==> config.mk <==
export PLATFORM = sky130hd
export DESIGN_NAME = param_bus_datapath_flat
export DESIGN_NICKNAME = d
export VERILOG_FILES = /design/src/rtl/param_bus_datapath_pkg.sv /design/src/rtl/param_bus_datapath_if.sv /design/src/rtl/param_bus_datapath_mem_handshake_fsm.sv /design/src/rtl/param_bus_datapath.sv /design/src/flat_wrapper.sv
export SDC_FILE = /design/constraint.sdc
export NUM_CORES = 2
export LEC_CHECK = 0
export BUFFER_PORTS_ARGS = -buffer_cell sky130_fd_sc_hd__buf_4
export CAP_MARGIN = 10
export CORE_ASPECT_RATIO = 0.9
export CORE_MARGIN = 10
export CORE_UTILIZATION = 45
export DETAILED_ROUTE_END_ITERATION = 12
export PLACE_DENSITY = 0.74
export SYNTH_ARGS = -nofsm -noshare
export SYNTH_HDL_FRONTEND = slang
export SYNTH_SLANG_ARGS = --single-unit
export TNS_END_PERCENT = 50
==> constraint.sdc <==
create_clock -name clk -period 5 [get_ports clk]
set_input_delay 0.75 -clock clk [delete_from_list [all_inputs] [get_ports clk]]
set_output_delay 0.75 -clock clk [all_outputs]
set_load 0.01 [all_outputs]
==> src/rtl/param_bus_datapath_pkg.sv <==
// param_bus_datapath_pkg: bus-source indices, memory FSM states and sizing helper for the datapath
package param_bus_datapath_pkg;
  localparam int SRC_REG0 = 0;
  localparam int SRC_HI = 0;
  localparam int SRC_LO = 1;
  localparam int SRC_ZHI = 2;
  localparam int SRC_ZLO = 3;
  localparam int SRC_PC = 4;
  localparam int SRC_MDR = 5;
  localparam int SRC_C = 6;
  localparam int NUM_SPECIAL = 7;
  typedef enum logic [1:0] {IDLE, REQ, DONE} mem_state_e;
  function automatic int src_cnt_w(input int num_regs);
    return $clog2(num_regs + NUM_SPECIAL + 1);
  endfunction
endpackage

==> src/rtl/param_bus_datapath_if.sv <==
// param_bus_datapath_if: memory handshake between the datapath (master) and memory (slave)
interface param_bus_datapath_if #(parameter int DATA_W = 32);
  logic req, we, ack;
  logic [DATA_W-1:0] addr, wdata, rdata;
  modport master(output req, we, addr, wdata, input ack, rdata);
  modport slave(input req, we, addr, wdata, output ack, rdata);
endinterface

==> src/rtl/param_bus_datapath_mem_handshake_fsm.sv <==
// param_bus_datapath_mem_handshake_fsm: memory request FSM with timeout, and MAR/MDR load gating while busy
module param_bus_datapath_mem_handshake_fsm
  import param_bus_datapath_pkg::*;
#(
  parameter int MEM_TIMEOUT = 255
) (
  input  logic clk,
  input  logic reset,
  input  logic mem_rd,
  input  logic mem_wr,
  input  logic mem_ack,
  input  logic mar_in,
  input  logic mdr_in,
  input  logic err_clr,
  output logic mem_req,
  output logic mem_we,
  output logic busy,
  output logic mem_done,
  output logic mem_err,
  output logic mar_ld,
  output logic mdr_bus_ld,
  output logic mdr_mem_ld
);
  localparam int CNT_W = $clog2(MEM_TIMEOUT + 1);
  mem_state_e state;
  logic [CNT_W-1:0] cnt;
  logic timeout;
  assign timeout = cnt == CNT_W'(MEM_TIMEOUT - 1);
  always_ff @(posedge clk or negedge reset)
    if (!reset) begin
      state <= IDLE;
      cnt <= '0;
      mem_req <= 1'b0;
      mem_we <= 1'b0;
      busy <= 1'b0;
      mem_done <= 1'b0;
      mem_err <= 1'b0;
    end else begin
      mem_done <= 1'b0;
      if (err_clr) mem_err <= 1'b0;
      case (state)
        IDLE: if (mem_rd || mem_wr) begin
          state <= REQ;
          cnt <= '0;
          mem_req <= 1'b1;
          busy <= 1'b1;
          mem_we <= !mem_rd;
        end
        REQ: if (mem_ack) begin
          state <= DONE;
          mem_req <= 1'b0;
          mem_done <= 1'b1;
        end else if (timeout) begin
          state <= IDLE;
          mem_req <= 1'b0;
          busy <= 1'b0;
          mem_we <= 1'b0;
          mem_err <= 1'b1;
        end else cnt <= cnt + 1'b1;
        default: begin
          state <= IDLE;
          busy <= 1'b0;
          mem_we <= 1'b0;
        end
      endcase
    end
  assign mar_ld = mar_in && !busy;
  assign mdr_bus_ld = mdr_in && !busy;
  assign mdr_mem_ld = mem_req && mem_ack && !mem_we;
endmodule

==> src/rtl/param_bus_datapath.sv <==
// param_bus_datapath: single-bus CPU datapath with register file, priority bus mux, contention flag and memory handshake
module param_bus_datapath
  import param_bus_datapath_pkg::*;
#(
  parameter int DATA_W = 32,
  parameter int NUM_REGS = 16,
  parameter int R0_ZERO = 0,
  parameter logic [DATA_W-1:0] RESET_PC = '0,
  parameter logic [DATA_W-1:0] PC_STEP = 1,
  parameter int MEM_TIMEOUT = 255
) (
  input  logic clk,
  input  logic reset,
  input  logic [NUM_REGS-1:0] reg_out,
  input  logic [NUM_REGS-1:0] reg_in,
  input  logic pc_out, hi_out, lo_out, zhi_out, zlo_out, mdr_out, c_out,
  input  logic pc_in, ir_in, mar_in, mdr_in, y_in, z_in, hi_in, lo_in,
  input  logic inc_pc,
  input  logic [DATA_W-1:0] c_value,
  input  logic [2*DATA_W-1:0] alu_result,
  output logic [DATA_W-1:0] alu_a,
  output logic [DATA_W-1:0] alu_b,
  input  logic mem_rd,
  input  logic mem_wr,
  input  logic err_clr,
  param_bus_datapath_if.master mem,
  output logic busy,
  output logic mem_done,
  output logic mem_err,
  output logic [DATA_W-1:0] bus,
  output logic [DATA_W-1:0] pc_val,
  output logic [DATA_W-1:0] ir_val,
  output logic bus_err
);
  localparam int NUM_SRC = NUM_REGS + NUM_SPECIAL;
  localparam int CW = src_cnt_w(NUM_REGS);
  logic [DATA_W-1:0] regs [NUM_REGS];
  logic [DATA_W-1:0] src [NUM_SRC];
  logic [NUM_SRC-1:0] en;
  logic [CW-1:0] n_drv;
  logic [DATA_W-1:0] pc, ir, mar, mdr, y, hi, lo;
  logic [2*DATA_W-1:0] z;
  logic mar_ld, mdr_bus_ld, mdr_mem_ld;
  assign en = {c_out, mdr_out, pc_out, zlo_out, zhi_out, lo_out, hi_out, reg_out};
  always_comb begin
    for (int i = 0; i < NUM_REGS; i++) src[SRC_REG0 + i] = (R0_ZERO != 0 && i == 0) ? '0 : regs[i];
    src[NUM_REGS + SRC_HI] = hi;
    src[NUM_REGS + SRC_LO] = lo;
    src[NUM_REGS + SRC_ZHI] = z[2*DATA_W-1:DATA_W];
    src[NUM_REGS + SRC_ZLO] = z[DATA_W-1:0];
    src[NUM_REGS + SRC_PC] = pc;
    src[NUM_REGS + SRC_MDR] = mdr;
    src[NUM_REGS + SRC_C] = c_value;
  end
  // walk from the weakest source down so the lowest enabled index ends up on the bus
  always_comb begin
    bus = '0;
    n_drv = '0;
    for (int i = NUM_SRC - 1; i >= 0; i--) begin
      bus = en[i] ? src[i] : bus;
      n_drv = n_drv + CW'(en[i]);
    end
  end
  always_ff @(posedge clk or negedge reset)
    if (!reset) begin
      for (int i = 0; i < NUM_REGS; i++) regs[i] <= '0;
      pc <= RESET_PC;
      ir <= '0;
      mar <= '0;
      mdr <= '0;
      y <= '0;
      hi <= '0;
      lo <= '0;
      z <= '0;
      bus_err <= 1'b0;
    end else begin
      for (int i = 0; i < NUM_REGS; i++)
        if (reg_in[i] && !(R0_ZERO != 0 && i == 0)) regs[i] <= bus;
      pc <= pc_in ? bus : inc_pc ? pc + PC_STEP : pc;
      ir <= ir_in ? bus : ir;
      y <= y_in ? bus : y;
      hi <= hi_in ? bus : hi;
      lo <= lo_in ? bus : lo;
      z <= z_in ? alu_result : z;
      mar <= mar_ld ? bus : mar;
      mdr <= mdr_mem_ld ? mem.rdata : mdr_bus_ld ? bus : mdr;
      bus_err <= (n_drv > CW'(1)) ? 1'b1 : err_clr ? 1'b0 : bus_err;
    end
  param_bus_datapath_mem_handshake_fsm #(.MEM_TIMEOUT(MEM_TIMEOUT)) u_mem_fsm (
    .clk(clk),
    .reset(reset),
    .mem_rd(mem_rd),
    .mem_wr(mem_wr),
    .mem_ack(mem.ack),
    .mar_in(mar_in),
    .mdr_in(mdr_in),
    .err_clr(err_clr),
    .mem_req(mem.req),
    .mem_we(mem.we),
    .busy(busy),
    .mem_done(mem_done),
    .mem_err(mem_err),
    .mar_ld(mar_ld),
    .mdr_bus_ld(mdr_bus_ld),
    .mdr_mem_ld(mdr_mem_ld)
  );
  assign mem.addr = mar;
  assign mem.wdata = mdr;
  assign alu_a = y;
  assign alu_b = bus;
  assign pc_val = pc;
  assign ir_val = ir;
endmodule

==> src/flat_wrapper.sv <==
// flat-port wrapper written by rule: the top's interface ports become plain ports
module param_bus_datapath_flat import param_bus_datapath_pkg::*;
#(
  parameter int DATA_W = 32,
  parameter int NUM_REGS = 16,
  parameter int R0_ZERO = 0,
  parameter logic [DATA_W-1:0] RESET_PC = '0,
  parameter logic [DATA_W-1:0] PC_STEP = 1,
  parameter int MEM_TIMEOUT = 255
)
  (clk, reset, reg_out, reg_in, pc_out, hi_out, lo_out, zhi_out, zlo_out, mdr_out, c_out, pc_in, ir_in, mar_in, mdr_in, y_in, z_in, hi_in, lo_in, inc_pc, c_value, alu_result, alu_a, alu_b, mem_rd, mem_wr, err_clr, busy, mem_done, mem_err, bus, pc_val, ir_val, bus_err, mem_req, mem_we, mem_addr, mem_wdata, mem_ack, mem_rdata);
  param_bus_datapath_if #(.DATA_W(DATA_W)) mem_i ();
  input  logic clk;
  input  logic reset;
  input  logic [NUM_REGS-1:0] reg_out;
  input  logic [NUM_REGS-1:0] reg_in;
  input  logic pc_out;
  input  logic hi_out;
  input  logic lo_out;
  input  logic zhi_out;
  input  logic zlo_out;
  input  logic mdr_out;
  input  logic c_out;
  input  logic pc_in;
  input  logic ir_in;
  input  logic mar_in;
  input  logic mdr_in;
  input  logic y_in;
  input  logic z_in;
  input  logic hi_in;
  input  logic lo_in;
  input  logic inc_pc;
  input  logic [DATA_W-1:0] c_value;
  input  logic [2*DATA_W-1:0] alu_result;
  output logic [DATA_W-1:0] alu_a;
  output logic [DATA_W-1:0] alu_b;
  input  logic mem_rd;
  input  logic mem_wr;
  input  logic err_clr;
  output logic busy;
  output logic mem_done;
  output logic mem_err;
  output logic [DATA_W-1:0] bus;
  output logic [DATA_W-1:0] pc_val;
  output logic [DATA_W-1:0] ir_val;
  output logic bus_err;
  output wire logic [$bits(mem_i.req)-1:0] mem_req;
  output wire logic [$bits(mem_i.we)-1:0] mem_we;
  output wire logic [$bits(mem_i.addr)-1:0] mem_addr;
  output wire logic [$bits(mem_i.wdata)-1:0] mem_wdata;
  input wire logic [$bits(mem_i.ack)-1:0] mem_ack;
  input wire logic [$bits(mem_i.rdata)-1:0] mem_rdata;
  assign mem_req = mem_i.req;
  assign mem_we = mem_i.we;
  assign mem_addr = mem_i.addr;
  assign mem_wdata = mem_i.wdata;
  assign mem_i.ack = mem_ack;
  assign mem_i.rdata = mem_rdata;
  param_bus_datapath #(.DATA_W(DATA_W), .NUM_REGS(NUM_REGS), .R0_ZERO(R0_ZERO), .RESET_PC(RESET_PC), .PC_STEP(PC_STEP), .MEM_TIMEOUT(MEM_TIMEOUT)) u_core (.clk(clk), .reset(reset), .reg_out(reg_out), .reg_in(reg_in), .pc_out(pc_out), .hi_out(hi_out), .lo_out(lo_out), .zhi_out(zhi_out), .zlo_out(zlo_out), .mdr_out(mdr_out), .c_out(c_out), .pc_in(pc_in), .ir_in(ir_in), .mar_in(mar_in), .mdr_in(mdr_in), .y_in(y_in), .z_in(z_in), .hi_in(hi_in), .lo_in(lo_in), .inc_pc(inc_pc), .c_value(c_value), .alu_result(alu_result), .alu_a(alu_a), .alu_b(alu_b), .mem_rd(mem_rd), .mem_wr(mem_wr), .err_clr(err_clr), .mem(mem_i), .busy(busy), .mem_done(mem_done), .mem_err(mem_err), .bus(bus), .pc_val(pc_val), .ir_val(ir_val), .bus_err(bus_err));
endmodule
After elaboration in Yosys (flattened, before gate mapping)

Cells that the tools add are included.

Flip-flop bits (word level): 816
Input port bits: 182
Output and inout port bits: 230
Logic and storage cells: 132

Add/sub/neg operators: 24
Magnitude comparators: 1
Equality and inequality tests: 7
Mux-type cells: 51
Reduce and logical (&&, ||, !) cells: 17

Operators by type and width:

| kind                  | count |
|---|---|
| $mux 32               | 27 |
| $add 5x1->5           | 21 |
| $add 32x1->32 const B | 1 |
| $mux 8                | 3 |
| $pmux 8 s2            | 1 |
| $mux 1                | 13 |
| $add 8x1->8 const B   | 1 |
| $eq 8x8->1 const B    | 1 |
| $ne 2x2->1 const B    | 4 |
| $reduce_bool 2->1     | 4 |
| $mux 2                | 3 |
| $pmux 1 s2            | 3 |
| $reduce_and 3->1      | 2 |
| $gt 5x1->1 const B    | 1 |
| $logic_and 1x1->1     | 4 |
| $pmux 2 s2            | 1 |
| $reduce_and 4->1      | 1 |
| $logic_not 1->1       | 3 |
| $ne 3x3->1 const B    | 1 |
| $add 1x1->2           | 1 |
| $eq 2x1->1 const B    | 1 |
| $logic_not 2->1       | 1 |
| $reduce_and 2->1      | 1 |
| $logic_or 1x1->1      | 1 |

Depth between registers and ports, before layout

Depth after elaboration: 25
Mapped depth: 16

Modules after synthesis

From an unflattened synthesis, not the netlist that was laid out.

Cells, all modules: 4805
Area total of the unflattened synthesis: 43409.1 um^2

Modules (own cells, without submodules):

| module                               | instances | cells each | area each (um^2) |
|---|---|---|---|
| param_bus_datapath                   | 1         | 4720       | 42588.3 |
| param_bus_datapath_mem_handshake_fsm | 1         | 85         | 820.8 |

Least setup slack after synthesis

No wires, ideal clock.

Kind: in2reg
Start point: input reg_out[6]
End point: register u_core.bus_err
Setup time: 0.145 ns
Arrival: 4.857 ns
Data required time: 4.855 ns
Path slack: -0.002 ns
Stages on the path: 14
Path buffers: 2
Path through: clkbuf_1 clkbuf_1 inv_1 fa_1 fa_1 fa_1 fa_1 fa_1 inv_1 ha_1 inv_1 fa_1 nor4b_1 o221ai_1

Cells in the longest elaborated chain, start to end: 9

Ends and longest elaborated chain:

| item                                               | line                     | RTL |
|---|---|---|
| start, declared                                    | flat_wrapper.sv:15       | `input logic [NUM_REGS-1:0] reg_out;` |
| $add 5x1->5 * (7 in a row)                         | param_bus_datapath.sv:61 | `n_drv = n_drv + CW'(en[i]);` |
| $gt 5x1->1 *                                       | param_bus_datapath.sv:87 | `bus_err <= (n_drv > CW'(1)) ? 1'b1 : err_clr ? 1'b0 : bus_err;` |
| $mux 1 / $reduce_bool 2->1 (equally long branches) | --                       |  |
| end signal, assigned                               | param_bus_datapath.sv:87 |  |
| end, declared                                      | param_bus_datapath.sv:33 | `output logic bus_err` |

Every way passes the cells marked *; elsewhere a longest branch is shown, timed or not.
A chain may end at the register's enable or synchronous reset.

Final worst setup path

Start point: input mdr_out
End point: output alu_b[10]

Cells in the longest elaborated chain, start to end: 22

Ends and longest elaborated chain:

| item                  | line                     | RTL |
|---|---|---|
| start, declared       | flat_wrapper.sv:22       | `input logic mdr_out;` |
| $mux 32 (22 in a row) | param_bus_datapath.sv:60 | `bus = en[i] ? src[i] : bus;` |
| end, declared         | flat_wrapper.sv:36       | `output logic [DATA_W-1:0] alu_b;` |

Every way passes these cells.

==> results.sh <==
export IMPL_final_fill_count=7768
export IMPL_p_int_mw=13.8
export IMPL_worstMarginPinSlew_ps=1160
export IMPL_synthArstFlopShare_pct=100
export IMPL_vias=33808
export IMPL_numCtsBuffers=87
export IMPL_postRouteAntennaNets=0
export IMPL_crit_path_frequent_cell="buf_4"
export IMPL_hold_buffers=0
export IMPL_synth_distinct_cells=66
export IMPL_yosysTopAreaCell="dfrtp_1"
export IMPL_synthCells=4218
export IMPL_critPathLaunchType="input pin"
export IMPL_fin_crit_sh_pct=90.2
export IMPL_yosys_most_used_dff="dfrtp_1"
export IMPL_clockRootBuffer="clkbuf_16"
export IMPL_wl_per_cell_um=24.4
export IMPL_slowest_stage="a31oi_2"
export IMPL_worst_path_dominant_cell_family="compound AO/OA/AOI/OAI gates"
export IMPL_p_sw_share_pct=33.5
export IMPL_worst_setup_path_type="in -> out"
export IMPL_cpPeakStageDelay_ps=580
export IMPL_worstSetupEndpointType="output pin"
export IMPL_cts_buffer_depth=3
export IMPL_rows=103
export IMPL_peakVddDrop_mv=0.247
export IMPL_rsz0062_at_grt="false"
export IMPL_grt_usage_pct=26.4
export IMPL_netlist_area_um2=39700
export IMPL_r2r_start="u_core.pc_val[13]"
export IMPL_power_density_nw_per_um2=447
export IMPL_yosysMostFrequentCell="dfrtp_1"
export IMPL_post_cts_buffers=0
export IMPL_die_w_um=333
export IMPL_start_util_pct=45.3
export IMPL_antenna_found_initial=7
export IMPL_drv_slew=0
export IMPL_path_clk_slew_ps=60
export IMPL_route_detailed_drc=0
export IMPL_drive_above_1_share_pct=22.1
export IMPL_drt_total_wl_mm=137
export IMPL_synth_fp_nets=4427
export IMPL_seqPwrFrac_pct=42.5
export IMPL_synth_area_leaders="dfrtp_1 (51%), nor2_1 (5.0%), a21oi_1 (4.7%)"
export IMPL_yosys_area_top_type_share_pct=51.4
export IMPL_fmax_ghz=0.222
export IMPL_final_util_pct=52.9
export IMPL_clock_sinks=816
export IMPL_min_path_type="in -> async"
export IMPL_fp_dieArea_um2=101000
export IMPL_nets=4618
export IMPL_path_max_fanout=34
export IMPL_yosys_top_cells_count="dfrtp_1 (816), nor2_1 (531), nand2_1 (387), a21oi_1 (375), inv_1 (318)"
export IMPL_cts_max_level=3
export IMPL_post_drt_via_cell_ratio=6.00
export IMPL_gp_congestion=0.932
export IMPL_grt_pass1_vias=32397
export IMPL_ys_ff_latch=816
export IMPL_worst_r2r_setup_slack_ps=1850
export IMPL_clock_skew_final_ps=26.7
export IMPL_p_leak_nw=19.6
export IMPL_grt_pass1_wl_mm=206
export IMPL_pwr_share_clk_pct=31.5
export IMPL_clock_latency_ps=660
export IMPL_switchingPower_mw=6.95
export IMPL_r2r_cells=6
export IMPL_hold_viol=0
export IMPL_period_minus_slack_ps=4510
export IMPL_ys_warn_count=0
export IMPL_synth_edf_count=0
export IMPL_cts_resized=0
export IMPL_ios=412
export IMPL_dp_hpwl_mm=94.0
export IMPL_overflow=0
export IMPL_relSlewSlack_pct=22.2
export IMPL_grt_max_degree=158
export IMPL_synth_seq_area_share_pct=51.4
export IMPL_cts_tree="done"
export IMPL_rr_endpoint="u_core.pc_val[31]"
export IMPL_arrival_ps=3760
export IMPL_setup_viol=0
export IMPL_area_growth_pct=16.7
export IMPL_syn_area_per_cell_um2=9.42
export IMPL_p_comb_share_pct=26.1
export IMPL_coreArea_um2=87600
export IMPL_drv_cap=0
export IMPL_setup_tns_ps=0
export IMPL_dr_pass1_iters=10
export IMPL_drt_iter0_drc=4578
export IMPL_crit_buf_inv=5
export IMPL_fp_dieH_um=302
export IMPL_cp_required_ps=4250
export IMPL_timing_hold_ws_ps=75.2
export IMPL_io_buffers=411
export IMPL_status="finished clean"
export IMPL_crit_chain="buf_4, buf_4, nor2b_2, buf_12, a221o_1, a211oi_1, o2111ai_1, a31oi_2, inv_1, buf_4"
==> metrics by stage <==
step	area (µm²)	setup slack (ps)	power, mW	cells
final	46400	488	20.7	5632
after global routing	46400	329	21.7	5628
after CTS	46400	594	20.7	5628
after detailed placement	43500	7.01	14.2	5475
after global placement	43500	-5.41	14.1	5475
after floorplan	39700	2.37	11.8	4218
==> how the worst max path moves through the flow <==
stage	slack, ps	end	startpoint	cells past startpoint
6_report	490	alu_b[10]	mdr_out	10
5_1_grt	330	bus[6]	reg_out[1]	9
4_1_cts	590	alu_b[30]	mdr_out	10
3_5_place_dp	7	u_core.bus_err	c_out	14
3_3_place_gp	-5	u_core.bus_err	c_out	14
2_1_floorplan	2	u_core.bus_err	reg_out[0]	14
==> flip-flops by register name, summed over array words and instances (netlist names) <==
register and flops:
u_core.mem.wdata 32, u_core.u_mem_fsm.busy 1, u_core.u_mem_fsm.mem_err 1, u_core.u_mem_fsm.mem_req 1, u_core.regs 512, u_core.ir_val 32
u_core.alu_a 32, u_core.mem.addr 32, u_core.u_mem_fsm.state 2, u_core.z 64, u_core.pc_val 32, u_core.u_mem_fsm.mem_done 1
u_core.bus_err 1, u_core.u_mem_fsm.mem_we 1, u_core.u_mem_fsm.cnt 8, u_core.hi 32, u_core.lo 32
==> logic make-up after synthesis <==
kind of cell,synth area share [%]
AO/OA/AOI/OAI,23.7
AND/OR/NAND/NOR,13.4
flip-flops,51.4
buffers and inverters,7.81
multiplexers,1.69
XOR/XNOR,0.794
adder cells (fa/ha/maj),1.15
==> cell type report <==
cell class,instances,area (µm²),share of cell area [%]
Antenna cell,4,10.0,0.0216
Timing Repair Buffer,511,3930,8.48
Sequential cell,816,20400,44.0
Tap cell,1155,1450,3.12
Multi-Input combinational cell,2673,16500,35.6
Inverter,320,1200,2.59
Clock inverter,27,325,0.702
Clock buffer,126,2530,5.47
==> routing by layer <==
layer / GRT usage (%) / wire (µm) / vias up
met2: 39.9 / 60800 / 1774
met3: 8.24 / 15900 / 245
met5: 0 / 33 / -
met4: 9.20 / 4490 / 6
li1: - / - / 15043
met1: 35.6 / 56100 / 16740
==> placed cells by master (no fill, tap or decap), types with 16 or more instances in the layout <==
master,count
nand3b_1,24
a31oi_1,25
mux2_2,58
nand2_1,387
o221ai_1,18
a21oi_1,366
a222oi_1,26
nor2b_1,75
clkbuf_8,19
nor2_1,522
a21oi_2,209
dfrtp_1,816
xnor2_1,25
nor3_1,34
clkbuf_1,19
clkbuf_16,88
nor3b_1,26
nand3_1,29
a211oi_1,24
a221oi_1,59
o22ai_1,226
and3_1,32
o31ai_1,35
a22oi_1,19
a2111oi_2,24
buf_4,503
a2bb2oi_1,19
o21ai_0,119
a221o_1,61
nand2b_1,22
inv_1,318
fa_1,16
==> power groups by stage <==
stage	clock network [mW]	logic (mW)	registers, mW
final	6.53	5.41	8.81
after global placement	0	5.25	8.82
after detailed placement	0	5.36	8.87
after CTS	6.57	5.39	8.77
after global routing	6.86	5.88	8.93
after floorplan	0	2.98	8.79
No activity file was read; power rests on OpenSTA's default activity.
